[src/rtl/fifo_wr_arbiter.sv]
// Write-side controller for the async FIFO: round-robin arbitration of the single write port,
// binary/Gray write pointer and registered full. Define FIFO_WR_ALMOST_FULL_EN for almost_full.
module fifo_wr_arbiter #(
    parameter int Data_Width = 8,
    parameter int Addr_Width = 8,
    parameter int Depth      = 256,
    parameter int Num_Req    = 4
`ifdef FIFO_WR_ALMOST_FULL_EN
    ,
    parameter int Af_Level   = Depth - 4
`endif
) (
    input  logic                          wr_clk,
    input  logic                          wr_rstn,
    input  logic [Num_Req-1:0]            req_valid,
    input  logic [Num_Req*Data_Width-1:0] req_data,
    output logic [Num_Req-1:0]            req_ready,
    input  logic [Addr_Width:0]           rd_ptr_gray_sync,
    output logic                          wr_en,
    output logic [Addr_Width:0]           wr_addr,
    output logic [Data_Width-1:0]         data_in,
    output logic                          full,
    output logic [Addr_Width:0]           wr_ptr_gray,
`ifdef FIFO_WR_ALMOST_FULL_EN
    output logic                          almost_full,
`endif
    output logic [$clog2(Num_Req)-1:0]    grant_id
);

    localparam int GW = $clog2(Num_Req);
    localparam int AW = Addr_Width;

    if (Depth != (1 << Addr_Width)) begin : g_bad_depth
        $error("Depth must equal 2**Addr_Width");
    end
    if (Addr_Width < 2) begin : g_bad_aw
        $error("Addr_Width must be at least 2");
    end
    if (Num_Req < 2 || Num_Req > 8) begin : g_bad_nr
        $error("Num_Req must be in 2..8");
    end

    logic [GW-1:0] rr_q, rr_d;
    logic [GW-1:0] grant_q, grant_sel;
    logic [AW:0]   wr_addr_q, wr_addr_d;
    logic [AW:0]   wr_gray_q, wr_gray_d;
    logic [AW:0]   full_cmp;
    logic          full_q, full_d;

    // Search upward from rr_q with wrap; with nothing valid the previous grant is held.
    // NOTE: every always_comb output gets a default first so no path can infer a latch.
    always_comb begin
        int idx;
        logic found;
        grant_sel = grant_q;
        found     = 1'b0;
        for (int k = 0; k < Num_Req; k++) begin
            idx = int'(rr_q) + k;
            if (idx >= Num_Req) idx = idx - Num_Req;
            if (!found && req_valid[GW'(idx)]) begin
                found     = 1'b1;
                grant_sel = GW'(idx);
            end
        end
    end

    // Reset gates the handshake combinationally so nothing is accepted while wr_rstn is low.
    assign grant_id = wr_rstn ? grant_sel : '0;

    always_comb begin
        req_ready           = '0;
        req_ready[grant_id] = req_valid[grant_id] & ~full_q & wr_rstn;
    end

    assign wr_en = |(req_valid & req_ready);

    always_comb begin
        data_in = '0;
        for (int i = 0; i < Num_Req; i++) begin
            if (GW'(i) == grant_id) data_in = req_data[i*Data_Width +: Data_Width];
        end
    end

    always_comb begin
        wr_addr_d = wr_addr_q + (AW+1)'(wr_en);
        wr_gray_d = wr_addr_d ^ (wr_addr_d >> 1);
        full_cmp  = {~rd_ptr_gray_sync[AW:AW-1], rd_ptr_gray_sync[AW-2:0]};
        full_d    = (wr_gray_d == full_cmp);
        rr_d      = rr_q;
        if (wr_en) rr_d = (grant_sel == GW'(Num_Req - 1)) ? '0 : grant_sel + GW'(1);
    end

    // NOTE: state registers use non-blocking assignments so every flop samples pre-edge values.
    always_ff @(posedge wr_clk or negedge wr_rstn) begin
        if (!wr_rstn) begin
            wr_addr_q <= '0;
            wr_gray_q <= '0;
            full_q    <= 1'b0;
            rr_q      <= '0;
            grant_q   <= '0;
        end else begin
            wr_addr_q <= wr_addr_d;
            wr_gray_q <= wr_gray_d;
            full_q    <= full_d;
            rr_q      <= rr_d;
            grant_q   <= grant_sel;
        end
    end

    assign wr_addr     = wr_addr_q;
    assign wr_ptr_gray = wr_gray_q;
    assign full        = full_q;

`ifdef FIFO_WR_ALMOST_FULL_EN
    logic [AW:0] rd_bin;
    logic [AW:0] occupancy;
    logic        af_q;

    // Each binary bit is the XOR of all Gray bits at or above it.
    always_comb begin
        rd_bin = '0;
        for (int i = 0; i <= AW; i++) begin
            rd_bin[i] = ^(rd_ptr_gray_sync >> i);
        end
        occupancy = wr_addr_d - rd_bin;
    end

    always_ff @(posedge wr_clk or negedge wr_rstn) begin
        if (!wr_rstn) af_q <= 1'b0;
        else          af_q <= (occupancy >= (AW+1)'(Af_Level));
    end

    assign almost_full = af_q;
`endif

endmodule
[config.mk]
export PLATFORM = sky130hd
export DESIGN_NAME = fifo_wr_arbiter
export DESIGN_NICKNAME = d
export VERILOG_FILES = /design/src/rtl/fifo_wr_arbiter.sv
export SDC_FILE = /design/constraint.sdc
export NUM_CORES = 1
export LEC_CHECK = 0
export ABC_AREA = 1
export BUFFER_PORTS_ARGS = -buffer_cell sky130_fd_sc_hd__clkbuf_2
export CELL_PAD_IN_SITES_DETAIL_PLACEMENT = 1
export CELL_PAD_IN_SITES_GLOBAL_PLACEMENT = 1
export CORE_ASPECT_RATIO = 0.7
export CORE_MARGIN = 3
export CORE_UTILIZATION = 34
export DETAILED_ROUTE_END_ITERATION = 6
export PLACE_DENSITY = 0.82
export SETUP_SLACK_MARGIN = 0.5
export SYNTH_ARGS = -nofsm -noshare
export SYNTH_HDL_FRONTEND = slang
export SYNTH_SLANG_ARGS = --single-unit
[constraint.sdc]
create_clock -name wr_clk -period 6.1 [get_ports wr_clk]
set_input_delay 0.61 -clock wr_clk [delete_from_list [all_inputs] [get_ports wr_clk]]
set_output_delay 0.61 -clock wr_clk [all_outputs]
set_load 0.005 [all_outputs]
# Word level (Yosys, flattened, before mapping)
# Index checks and enable logic that the tools add are counted.
[op_classes]
addsub = 9
order_cmp = 10
eq_ne = 5
mux = 33
bitwise = 7
reduce_logical = 9
[ops]
columns = ["op", "n"]
rows = [
  ["8-bit 2-to-1 mux", 4],
  ["2-bit 2-to-1 mux", 10],
  ["2-bit by 4-bit less-than comparator with 1-bit output, second input constant", 4],
  ["1-bit 2-to-1 mux", 13],
  ["1-bit binary-select mux with 2-bit select", 5],
  ["9-bit by 1-bit adder with 9-bit output", 1],
  ["9-bit equality test", 1],
  ["3-bit greater-or-equal comparator, second input constant", 3],
  ["9-bit by 8-bit XOR with 9-bit output", 1],
  ["4-bit AND", 2],
  ["2-bit by 1-bit subtractor with 2-bit output, second input constant", 4],
  ["2-bit by 2-bit adder with 3-bit output, second input constant", 2],
  ["2-bit equality test, first input constant", 2],
  ["1-bit logical AND", 4],
  ["4-bit OR reduction", 1],
  ["2-bit by 1-bit adder with 3-bit output, second input constant", 1],
  ["2-bit by 3-bit greater-or-equal comparator with 1-bit output, second input constant", 1],
  ["1-bit zero test", 3],
  ["2-bit by 3-bit less-than comparator with 1-bit output, second input constant", 1],
  ["2-bit by 1-bit adder with 2-bit output, second input constant", 1],
  ["1-bit AND", 2],
  ["1-bit demux with 2-bit select", 1],
  ["1-bit by 2-bit equality test with 1-bit output, first input constant", 1],
  ["2-bit equality test, second input constant", 1],
  ["4 further kinds", 4],
]
[totals]
register_bits = 23
in_bits = 47
output_inout_bits = 34

# Longest topological paths before layout
# Gate-level depths: netlist (run 1).
[logic_depth]
ltp_word = 26
depth_mapped = 30
ltp_nobuf = 30

# Least setup slack after synthesis (run 1)
# Ideal clock, no wire load.
[synth_path]
path_type = "input -> register"
startpoint = "input port req_valid[1]"
endpoint = "register full_q, in the netlist full"
setup_time_ps = 71
arrival_ps = 3296
required_time_ps = 6029
setup_slack_ps = 2733
stages = 25
path_buffers = 0
cell_sequence = "inv_1 nand2_1 nand3_1 nand2_1 clkinv_2 nand3_1 o211ai_1 nand3_1 nand3_2 inv_1 nand2_1 nand2_2 nand2_4 inv_1 ha_1 ha_1 inv_1 nor2_2 nand3_1 xor2_1 xor2_1 o21ai_0 nor3_1 nand3_1 nor2_1"
[synth_between]
elab_chain_cells = 24
elab_cells_between_ends = 41
classes_between = "add/sub: 1; order compare: 2; eq/ne: 1; mux: 24; bitwise: 5; reduce/logical: 8"
[synth_lines]
columns = ["item", "line", "rtl"]
rows = [
  ["start: declaration", "15", "input logic [Num_Req-1:0] req_valid,"],
  ["1-bit binary-select mux with 2-bit select", "60", "if (!found && req_valid[GW'(idx)]) begin"],
  ["1-bit 2-to-1 mux (not written as such) (2 in series)", "60", ""],
  ["1-bit 2-to-1 mux", "60", ""],
  ["1-bit zero test", "60", ""],
  ["1-bit logical AND", "60", ""],
  ["1-bit 2-to-1 mux", "60", ""],
  ["1-bit zero test", "60", ""],
  ["1-bit logical AND", "60", ""],
  ["[... 10 more ...]", "-", ""],
  ["4-bit AND (*)", "75", "assign wr_en = |(req_valid & req_ready);"],
  ["4-bit OR reduction (*)", "75", ""],
  ["named net wr_en", "19", "output logic wr_en,"],
  ["9-bit by 1-bit adder with 9-bit output (*)", "85", "wr_addr_d = wr_addr_q + (AW+1)'(wr_en);"],
  ["named net wr_addr_d[6]", "45", "logic [AW:0] wr_addr_q, wr_addr_d;"],
  ["9-bit by 8-bit XOR with 9-bit output (*)", "86", "wr_gray_d = wr_addr_d ^ (wr_addr_d >> 1);"],
  ["9-bit equality test (*)", "88", "full_d = (wr_gray_d == full_cmp);"],
  ["named net full_d", "48", "logic full_q, full_d;"],
  ["end signal: assignment", "104", "full_q <= full_d;"],
  ["end: declaration", "48", ""],
]
# The timed path passes the listed nets; every way through them passes the cells marked *. The select of a mux whose other input is x is not followed.
# A chain may end at the register's enable or synchronous reset.

# Worst setup path in the final report (run 1)
[layout_path]
startpoint = "register rr_q[0]"
endpoint = "register full_q, in the netlist full"
[layout_between]
elab_chain_cells = 26
elab_cells_between_ends = 56
classes_between = "add/sub: 8; order compare: 6; eq/ne: 1; mux: 28; bitwise: 5; reduce/logical: 8"
[layout_lines]
columns = ["item", "line", "rtl"]
rows = [
  ["start: declaration", "43", "logic [GW-1:0] rr_q, rr_d;"],
  ["start signal: assignment", "105", "rr_q <= rr_d;"],
  ["parallel branches: the longest is 14 deep, another holds 2-bit by 1-bit adder with 3-bit output", "-", ""],
  ["2-bit 2-to-1 mux (*)", "60", ""],
  ["2-bit 2-to-1 mux (*)", "68", "assign grant_id = wr_rstn ? grant_sel : '0;"],
  ["2-bit by 3-bit less-than comparator with 1-bit output (not written as such), or another cell as far along", "72", "req_ready[grant_id] = req_valid[grant_id] & ~full_q & wr_rstn;"],
  ["1-bit logical AND (not written as such) / 1-bit 2-to-1 mux (equally long branches)", "72", ""],
  ["1-bit 2-to-1 mux (not written as such) / 1-bit AND (equally long branches)", "72", ""],
  ["1-bit demux with 2-bit select / 1-bit AND (equally long branches)", "72", ""],
  ["4-bit AND (no source line) (*)", "-", ""],
  ["4-bit AND (*)", "75", ""],
  ["4-bit OR reduction (*)", "75", ""],
  ["9-bit by 1-bit adder with 9-bit output (*)", "85", ""],
  ["named net wr_addr_d[6]", "45", ""],
  ["9-bit by 8-bit XOR with 9-bit output (*)", "86", ""],
  ["9-bit equality test (*)", "88", ""],
  ["named net full_d", "48", ""],
]
# Mark *: on every way through the listed nets, which the timed path passes. The select of a mux whose other input is x is not followed.

==> results of run 1 <==
layout by cell type (no fill, tap or decap), types with 4 or more instances in the layout:
cell type  instances
clkbuf_8           4
nand3_1           29
nand2_2            5
nor2_1            10
nand4_1            9
xor2_1            11
dfrtp_1           22
nand2_1           77
xnor2_1            6
inv_1             22
clkbuf_2          80
nand3_2            4
registers in the layout (all words and copies together) (netlist names):
name         cells
wr_ptr_gray      8
grant_q          2
rr_q             2
full             1
wr_addr          9
synthesized netlist by cell type:
cell type  instances  area [µm²]
xor2_2             1       16.27
nor3_1             1       5.000
buf_2              1       5.000
ha_1               2       25.02
dfrtp_1           22       550.5
buf_4              2       15.01
or2_2              2       12.51
nand3_2            4       40.04
nor2_8             1       20.02
clkinv_1           2       7.510
clkinv_2           1       5.000
nand2_1           77       289.0
xor2_1            11       96.34
nand4_1            9       56.30
o211ai_1           1       7.510
nand2_4            3       33.78
a31o_2             1       8.760
nor2_2             2       12.51
nor2_1            10       37.54
nand2_2            5       31.28
xnor2_1            6       52.55
a21oi_2            1       8.760
inv_1             22       82.58
inv_2              3       11.26
xnor2_2            1       16.27
buf_6              2       22.52
nand3_1           29       145.1
o21ai_0            3       15.01
o22ai_1            1       6.260
path summary, 6_finish.rpt:
check	from	endpoint	slack (ns)	cells past startpoint
worst min-delay path	wr_rstn	wr_addr[6]	0.36	1
worst min register to register	wr_addr[0]	wr_addr[0]	0.59	1
worst max register to register	rr_q[0]	full	1.70	25
worst max-delay path	rr_q[0]	full	1.70	25
max in group asynchronous	wr_rstn	wr_ptr_gray[6]	5.29	1
min in group wr_clk	wr_addr[0]	wr_addr[0]	0.59	1
final cells by class:
type | instances | area, µm²
Clock buffer | 4 | 55.05
Fill cell | 622 | 2362
Inverter | 28 | 106.4
Multi-Input combinational cell | 171 | 935.9
Sequential cell | 22 | 550.5
Tap cell | 55 | 68.82
Timing Repair Buffer | 80 | 400.4
per-layer routing:
metal	GRT usage, %	wire length, µm	vias to the layer above
met1	27.27	2424	849
met4	4.151	43	0
li1	-	-	875
met3	3.351	136	5
met5	0	0	-
met2	31.85	2604	27
metrics by stage:
step | hold slack, ns | cells
2_1_floorplan | 0.3144 | 226
3_3_place_gp | 0.5597 | 356
3_5_place_dp | 0.5560 | 356
4_1_cts | 0.3744 | 360
5_1_grt | 0.3999 | 360
6_report | 0.3630 | 360
cells by family (layout without fill, tap and decap cells):
logic type | after synthesis | after routing
adder cells (fa/ha/maj) | 2 | 2
buffers and inverters | 33 | 112
AND/OR/NAND/NOR | 143 | 143
AO/OA/AOI/OAI | 7 | 7
flip-flops | 22 | 22
XOR/XNOR | 19 | 19
power groups by stage:
stage / Clock, mW / Sequential [mW] / Combinational, mW
global placement: 0 / 0.242 / 0.815
global route: 0.119 / 0.250 / 0.953
CTS: 0.114 / 0.242 / 0.844
floorplan: 0 / 0.233 / 0.592
finish: 0.108 / 0.242 / 0.835
detailed placement: 0 / 0.245 / 0.834
critical path, delay by kind of cell, from the launching register on:
family          cells  cell delay (ns)
simple gates       14             1.62
buf+inv             5             0.79
xor+xnor            2             0.69
flops               1             0.58
fa+ha+maj           2             0.41
compound gates      2             0.23
==> impl_metrics.json, run 1 <==
{
  "min_path_type": "in2async",
  "dp_hpwl_um": 4313,
  "synthesis.area_um2": 1635,
  "final_max_slew_viol_count": 0,
  "yosys_warnings": 0,
  "cts-resized-gates": 0,
  "period_minus_slack_ns": 4.401,
  "synth.ff_latch_count": 22,
  "drcViolationCount": 0,
  "finalNetCount": 355,
  "synth_nets": 275,
  "min_period_over_period_pct": 72.15,
  "dpl_cell_area_um2": 2062,
  "final_util_pct": 47.26,
  "start_util_pct": 36.51,
  "gp_congestion": 0.8008,
  "cp_slowest_cell": "dfrtp_1",
  "place_ws_ns": 1.673,
  "clk_latency_ns": 0.27,
  "antenna_found_initial": 0,
  "leakage_nw": 1.231,
  "synthAdderAreaFrac_pct": 1.530,
  "cp-end-kind": "register",
  "status": "completed",
  "crit_fanout": 11,
  "crit_type": "reg2reg",
  "fin_area_um2": 2117,
  "grt_max_degree": 28,
  "fmax_mhz": 227.2,
  "power-per-cell-area_nw_per_um2": 559.8,
  "synth_compound_area_share_pct": 2.831,
  "switching_power_uw": 635.5,
  "ys_types": 29,
  "clockPowerShare_pct": 9.1,
  "dr.pass1.iters": 4,
  "clock_tree.root_cell": "clkbuf_8",
  "antenna_left": 0,
  "power.share.combinational_pct": 70.4,
  "cts_made_buffers": 3,
  "cts_tree": "done",
  "clock_skew_ns": 0.004621,
  "cts_max_level": 1,
  "area_delta_synth_final_pct": 29.46,
  "cpMostUsedCell": "nand3_1",
  "syn_avg_cell_area_um2": 7.236,
  "slew_headroom_pct": 53.74,
  "via_per_inst": 4.878,
  "worst_pin_slew_ns": 0.6939,
  "cap_violations": 0,
  "vdd_drop_max_mv": 0.2360,
  "hold_viol": 0,
  "synth_xor_area_share_pct": 11.09,
  "port_buffers": 80,
  "vias": 1756,
  "grt_pass1_wl_um": 8804,
  "synthSimpleGateAreaFrac_pct": 41.78,
  "dieHeight_um": 64.03,
  "grt_pass1_vias": 1811,
  "row_count": 20,
  "placeableCoreArea_um2": 4479,
  "seqPwrFrac_pct": 20.4,
  "grt_usage_pct": 19.65,
  "rsz0062_at_grt": "false",
  "postRouteWirelength_um": 5209,
  "finalSetupTns_ns": 0,
  "antennaDiodeCount": 0,
  "ios": 81,
  "crit_arrival_ns": 4.61,
  "setup.worst_path.start_class": "register",
  "muxShareOfSynthArea_pct": 0,
  "synth_top_family_by_area": "simple AND/OR/NAND/NOR gates",
  "synth_seq_area_share_pct": 33.66,
  "power_mw": 1.185,
  "cts_buffer_depth": 2,
  "netlist_instances": 226,
  "grt-ovfl-total": 0,
  "postCtsHoldBufs": 0,
  "dieArea_um2": 5691,
  "setup_viol": 0,
  "clkTransAtPathRegs_ns": 0.08,
  "drive_gt1_share_pct": 35.74,
  "setup_ws_ns": 1.699,
  "first_iter_violations": 53,
  "cts.sinks": 22,
  "internal_power_uw": 549.7,
  "cp_data_required_time_ns": 6.31,
  "routedWlPerCell_um": 14.47,
  "die_x_um": 88.89,
  "cts_setup_buffers": 0,
  "slowest_delay_ns": 0.58,
  "p_sw_share_pct": 53.62
}
No activity file was read; power rests on OpenSTA's default activity.
==> inputs of run 2 (changes only) <==
--- a/config.mk
+++ b/config.mk
@@ -11,9 +11,9 @@
 export CELL_PAD_IN_SITES_GLOBAL_PLACEMENT = 1
 export CORE_ASPECT_RATIO = 0.7
 export CORE_MARGIN = 3
-export CORE_UTILIZATION = 34
+export CORE_UTILIZATION = 31
 export DETAILED_ROUTE_END_ITERATION = 6
-export PLACE_DENSITY = 0.82
+export PLACE_DENSITY = 0.76
 export SETUP_SLACK_MARGIN = 0.5
 export SYNTH_ARGS = -nofsm -noshare
 export SYNTH_HDL_FRONTEND = slang
==> constraint.sdc (replaced) <==
create_clock -name wr_clk -period 4.2 [get_ports wr_clk]
set_input_delay 0.42 -clock wr_clk [delete_from_list [all_inputs] [get_ports wr_clk]]
set_output_delay 0.42 -clock wr_clk [all_outputs]
set_load 0.005 [all_outputs]
==> impl_metrics.json, run 2 (synthesis results as in run 1) <==
{
  "status": "completed",
  "min_period_over_period_pct": 85.35,
  "fin_hold_ws_ns": 0.07880,
  "grt_pass1_wl_um": 8887,
  "cp_slowest_cell": "dfrtp_2",
  "rsz0062_at_grt": "false",
  "postCtsHoldBufs": 0,
  "placeableCoreArea_um2": 4940,
  "slew_headroom_pct": 68.80,
  "cts_buffer_depth": 2,
  "clkTransAtPathRegs_ns": 0.08,
  "dr.pass1.iters": 4,
  "crit_fanout": 6,
  "multi_input_area_um2": 1179,
  "antenna_found_initial": 0,
  "cts_max_level": 1,
  "worst_pin_slew_ns": 0.4668,
  "start_util_pct": 33.11,
  "hold_viol": 0,
  "critPathLaunch": "rr_q[0]",
  "setup_viol": 0,
  "clk_latency_ns": 0.26,
  "mostFrequentLayoutCell": "clkbuf_2",
  "min_path_type": "in2async",
  "port_buffers": 80,
  "routedWlPerCell_um": 16.70,
  "cap_violations": 0,
  "grt_pass1_vias": 1761,
  "finalNetCount": 372,
  "cts.sinks": 22,
  "clock_skew_ns": 0.0009069,
  "clock_tree.root_cell": "clkbuf_8",
  "slowest_delay_ns": 0.48,
  "drcViolationCount": 0,
  "dp_hpwl_um": 4472,
  "crit_arrival_ns": 3.79,
  "grt-ovfl-total": 0,
  "vdd_drop_max_mv": 0.3457,
  "largest_register_ffs": 9,
  "cp_data_required_time_ns": 4.40,
  "ios": 81,
  "fmax_mhz": 279.0,
  "path_buf_inv": 5,
  "crit_type": "reg2reg",
  "postRouteWirelength_um": 6528,
  "cts_tree": "done",
  "area_delta_synth_final_pct": 54.63,
  "crit_family": "simple AND/OR/NAND/NOR gates",
  "antenna_left": 0,
  "dieArea_um2": 6196,
  "setup.worst_path.start_class": "register",
  "dieHeight_um": 66.77,
  "drive_gt1_share_pct": 51.86,
  "reg2reg_from": "rr_q[0]",
  "grt_max_degree": 18,
  "power_mw": 2.074,
  "cp-end-kind": "register",
  "first_iter_violations": 71,
  "finalSetupTns_ns": 0,
  "antennaDiodeCount": 0,
  "die_x_um": 92.81,
  "leakage_nw": 1.369,
  "gp_congestion": 0.8842,
  "layout_common_cells": "clkbuf_2, nand2_1, nand3_1, dfrtp_1, inv_1",
  "period_minus_slack_ns": 3.584,
  "fillers": 661,
  "power-per-cell-area_nw_per_um2": 820.0,
  "row_count": 21,
  "place_ws_ns": 0.1262,
  "final_max_slew_viol_count": 0,
  "regArea_um2": 553.0,
  "grt_usage_pct": 17.89,
  "cts_made_buffers": 3,
  "via_per_inst": 4.788,
  "vias": 1872,
  "setup_ws_ns": 0.6155
}
==> run 2: cell type report <==
type                       count  share of cell area (%)
multi-input combinational    171                   46.61
sequential                    22                   21.87
timing repair buffer          96                   21.03
inverter                      28                   4.552
tap                           69                   3.414
clock buffer                   4                   2.177
timing repair inverter         1                  0.3464
==> run 2: metrics by stage <==
step | utilization, % | cell area [µm²] | cells
after floorplan | - | 1635 | 226
after global placement | 42.40 | 2095 | 372
after detailed placement | 42.40 | 2095 | 372
after CTS | 45.11 | 2228 | 380
after global routing | 51.19 | 2529 | 391
final | 51.19 | 2529 | 391
==> run 2: worst paths after layout <==
| path | to | slack [ns] | cells after the start |
|---|---|---|---|
| max in group asynchronous | wr_ptr_gray[1] | 3.53 | 2 |
| setup reg to reg | full | 0.62 | 31 |
| setup / recovery | full | 0.62 | 31 |
| min in group wr_clk | full | 0.42 | 3 |
| hold reg to reg | wr_addr[0] | 0.59 | 1 |
| hold / removal | wr_ptr_gray[2] | 0.08 | 1 |
==> run 2: routing by layer <==
| layer | wire [µm] | share of wire, % | global-route usage, % | vias up |
|---|---|---|---|---|
| met5 | 0 | 0 | 0 | - |
| met1 | 2925 | 45 | 27.25 | 925 |
| met4 | 103 | 1.6 | 1.097 | 0 |
| met2 | 3359 | 51 | 27.89 | 30 |
| met3 | 139 | 2.1 | 2.596 | 10 |
| li1 | - | - | - | 907 |
==> run 2: timing repair <==
action                     4_1_cts  5_1_grt
setup endpoints to repair        4        5
resized for setup               11       60
pin swaps                        3       20
cloned                           0        1
buffers inserted                 4       10
==> run 2: report_power, final <==
part           switching, mW  total (mW)  internal (mW)  leakage (nW)
Combinational          0.964        1.55          0.584          1.08
Sequential            0.0772       0.368          0.291         0.262
Clock                 0.0738       0.157         0.0837        0.0288
==> inputs of run 3 (changes only) <==
--- a/config.mk
+++ b/config.mk
@@ -14,6 +14,7 @@
 export CORE_UTILIZATION = 31
 export DETAILED_ROUTE_END_ITERATION = 6
 export PLACE_DENSITY = 0.76
+export RECOVER_POWER = 50
 export SETUP_SLACK_MARGIN = 0.5
 export SYNTH_ARGS = -nofsm -noshare
 export SYNTH_HDL_FRONTEND = slang
==> impl_metrics.json, run 3 (synthesis results as in run 1) <==
{
  "layout_common_cells": "clkbuf_2, nand2_1, nand3_1, dfrtp_1, inv_1",
  "grt_pass1_wl_um": 8887,
  "cts_tree": "done",
  "finalNetCount": 372,
  "drive_gt1_share_pct": 48.76,
  "clock_tree.root_cell": "clkbuf_8",
  "mostFrequentLayoutCell": "clkbuf_2",
  "period_minus_slack_ns": 3.589,
  "placeableCoreArea_um2": 4940,
  "vdd_drop_max_mv": 0.3447,
  "min_path_type": "in2async",
  "dieHeight_um": 66.77,
  "clk_latency_ns": 0.26,
  "grt-ovfl-total": 0,
  "area_delta_synth_final_pct": 53.71,
  "finalSetupTns_ns": 0,
  "slew_headroom_pct": 36.11,
  "power_mw": 2.061,
  "slowest_delay_ns": 0.48,
  "cts_made_buffers": 3,
  "die_x_um": 92.81,
  "drcViolationCount": 0,
  "cp_slowest_cell": "dfrtp_2",
  "start_util_pct": 33.11,
  "cts.sinks": 22,
  "grt_max_degree": 18,
  "hold_viol": 0,
  "fin_hold_ws_ns": 0.2670,
  "clkTransAtPathRegs_ns": 0.08,
  "antennaDiodeCount": 0,
  "rsz0062_at_grt": "false",
  "ios": 81,
  "dp.cells": 372,
  "worst_pin_slew_ns": 0.9583,
  "layout.cells.non_filler": 391,
  "crit_type": "reg2reg",
  "cap_violations": 0,
  "dpl_cell_area_um2": 2095,
  "antenna_left": 0,
  "setup.worst_path.start_class": "register",
  "cp-end-kind": "register",
  "clock_skew_ns": 0.001030,
  "postRouteWirelength_um": 6505,
  "dr.pass1.iters": 4,
  "row_count": 21,
  "grt_pass1_vias": 1761,
  "routedWlPerCell_um": 16.64,
  "status": "completed",
  "dieArea_um2": 6196,
  "largest_register_ffs": 9,
  "antenna_found_initial": 0,
  "gp_congestion": 0.8842,
  "leakage_nw": 1.337,
  "fin_area_um2": 2514,
  "via_per_inst": 4.808,
  "setup_viol": 0,
  "cp_data_required_time_ns": 4.40,
  "final_max_slew_viol_count": 0,
  "crit_fanout": 6,
  "fillers": 665,
  "grt_usage_pct": 17.89,
  "crit_arrival_ns": 3.79,
  "fmax_mhz": 278.6,
  "postCtsHoldBufs": 0,
  "cts_max_level": 1,
  "cts_buffer_depth": 2,
  "first_iter_violations": 58,
  "power-per-cell-area_nw_per_um2": 819.8,
  "vias": 1880,
  "min_period_over_period_pct": 85.45,
  "port_buffers": 80,
  "dp_hpwl_um": 4472
}
[run 3: cell types whose count changed in the layout (fill, tap and decap cells not counted)]
cell	previous run	this run
clkbuf_1	0	10
buf_4	13	12
clkbuf_2	80	71
[run 3: worst max-delay path: cells and delay by family, from the launching register on]
family / cells / cell delay, ns
adders and majority gates: 2 / 0.29
and+or+nand+nor: 22 / 1.84
buffers and inverters: 5 / 0.48
DFF: 1 / 0.48
xor gates and xnor gates: 2 / 0.41
[run 3: stage by stage]
stage               utilization [%]  setup WS, ns
floorplan                         -        0.9466
global placement              42.40        0.1851
detailed placement            42.40        0.1262
CTS                           45.11        0.5152
global route                  50.89        0.3623
finish                        50.89        0.6109
[run 3: routing by layer]
metal	wire (µm)	track usage, %	vias to the layer above	share of wire, %
met5	0	0	-	0
met4	103	1.097	0	1.6
met3	156	2.596	10	2.4
met2	3381	27.89	34	52
met1	2864	27.25	931	44
li1	-	-	905	-
[run 3: layout make-up]
class                      count  area, µm²  area share (%)
multi-input combinational    171       1179           46.89
sequential                    22      553.0           22.00
timing repair buffer          96      516.7           20.56
inverter                      28      115.1           4.579
tap                           69      86.33           3.435
clock buffer                   4      55.05           2.190
timing repair inverter         1      8.758          0.3484
[run 3: worst paths after layout]
kind | startpoint | to | depth (start not counted) | slack, ns
max in group asynchronous | wr_rstn | full | 2 | 2.58
worst max-delay path | rr_q[0] | full | 31 | 0.61
worst min register to register | wr_addr[0] | wr_addr[0] | 1 | 0.59
worst max register to register | rr_q[0] | full | 31 | 0.61
min in group wr_clk | rd_ptr_gray_sync[7] | full | 3 | 0.42
worst min-delay path | wr_rstn | wr_ptr_gray[2] | 1 | 0.27
[run 3: timing repair]
item / in CTS / in global routing
setup endpoints to repair: 4 / 5
pin swaps: 3 / 20
setup buffers: 4 / 10
resized for setup: 11 / 60
cloned: 0 / 1
[run 3: power by group]
| part | internal (mW) | total (mW) | switching, mW |
|---|---|---|---|
| registers | 0.291 | 0.368 | 0.0771 |
| logic | 0.576 | 1.54 | 0.961 |
| clock network | 0.0837 | 0.156 | 0.0726 |
| total | 0.950 | 2.06 | 1.11 |
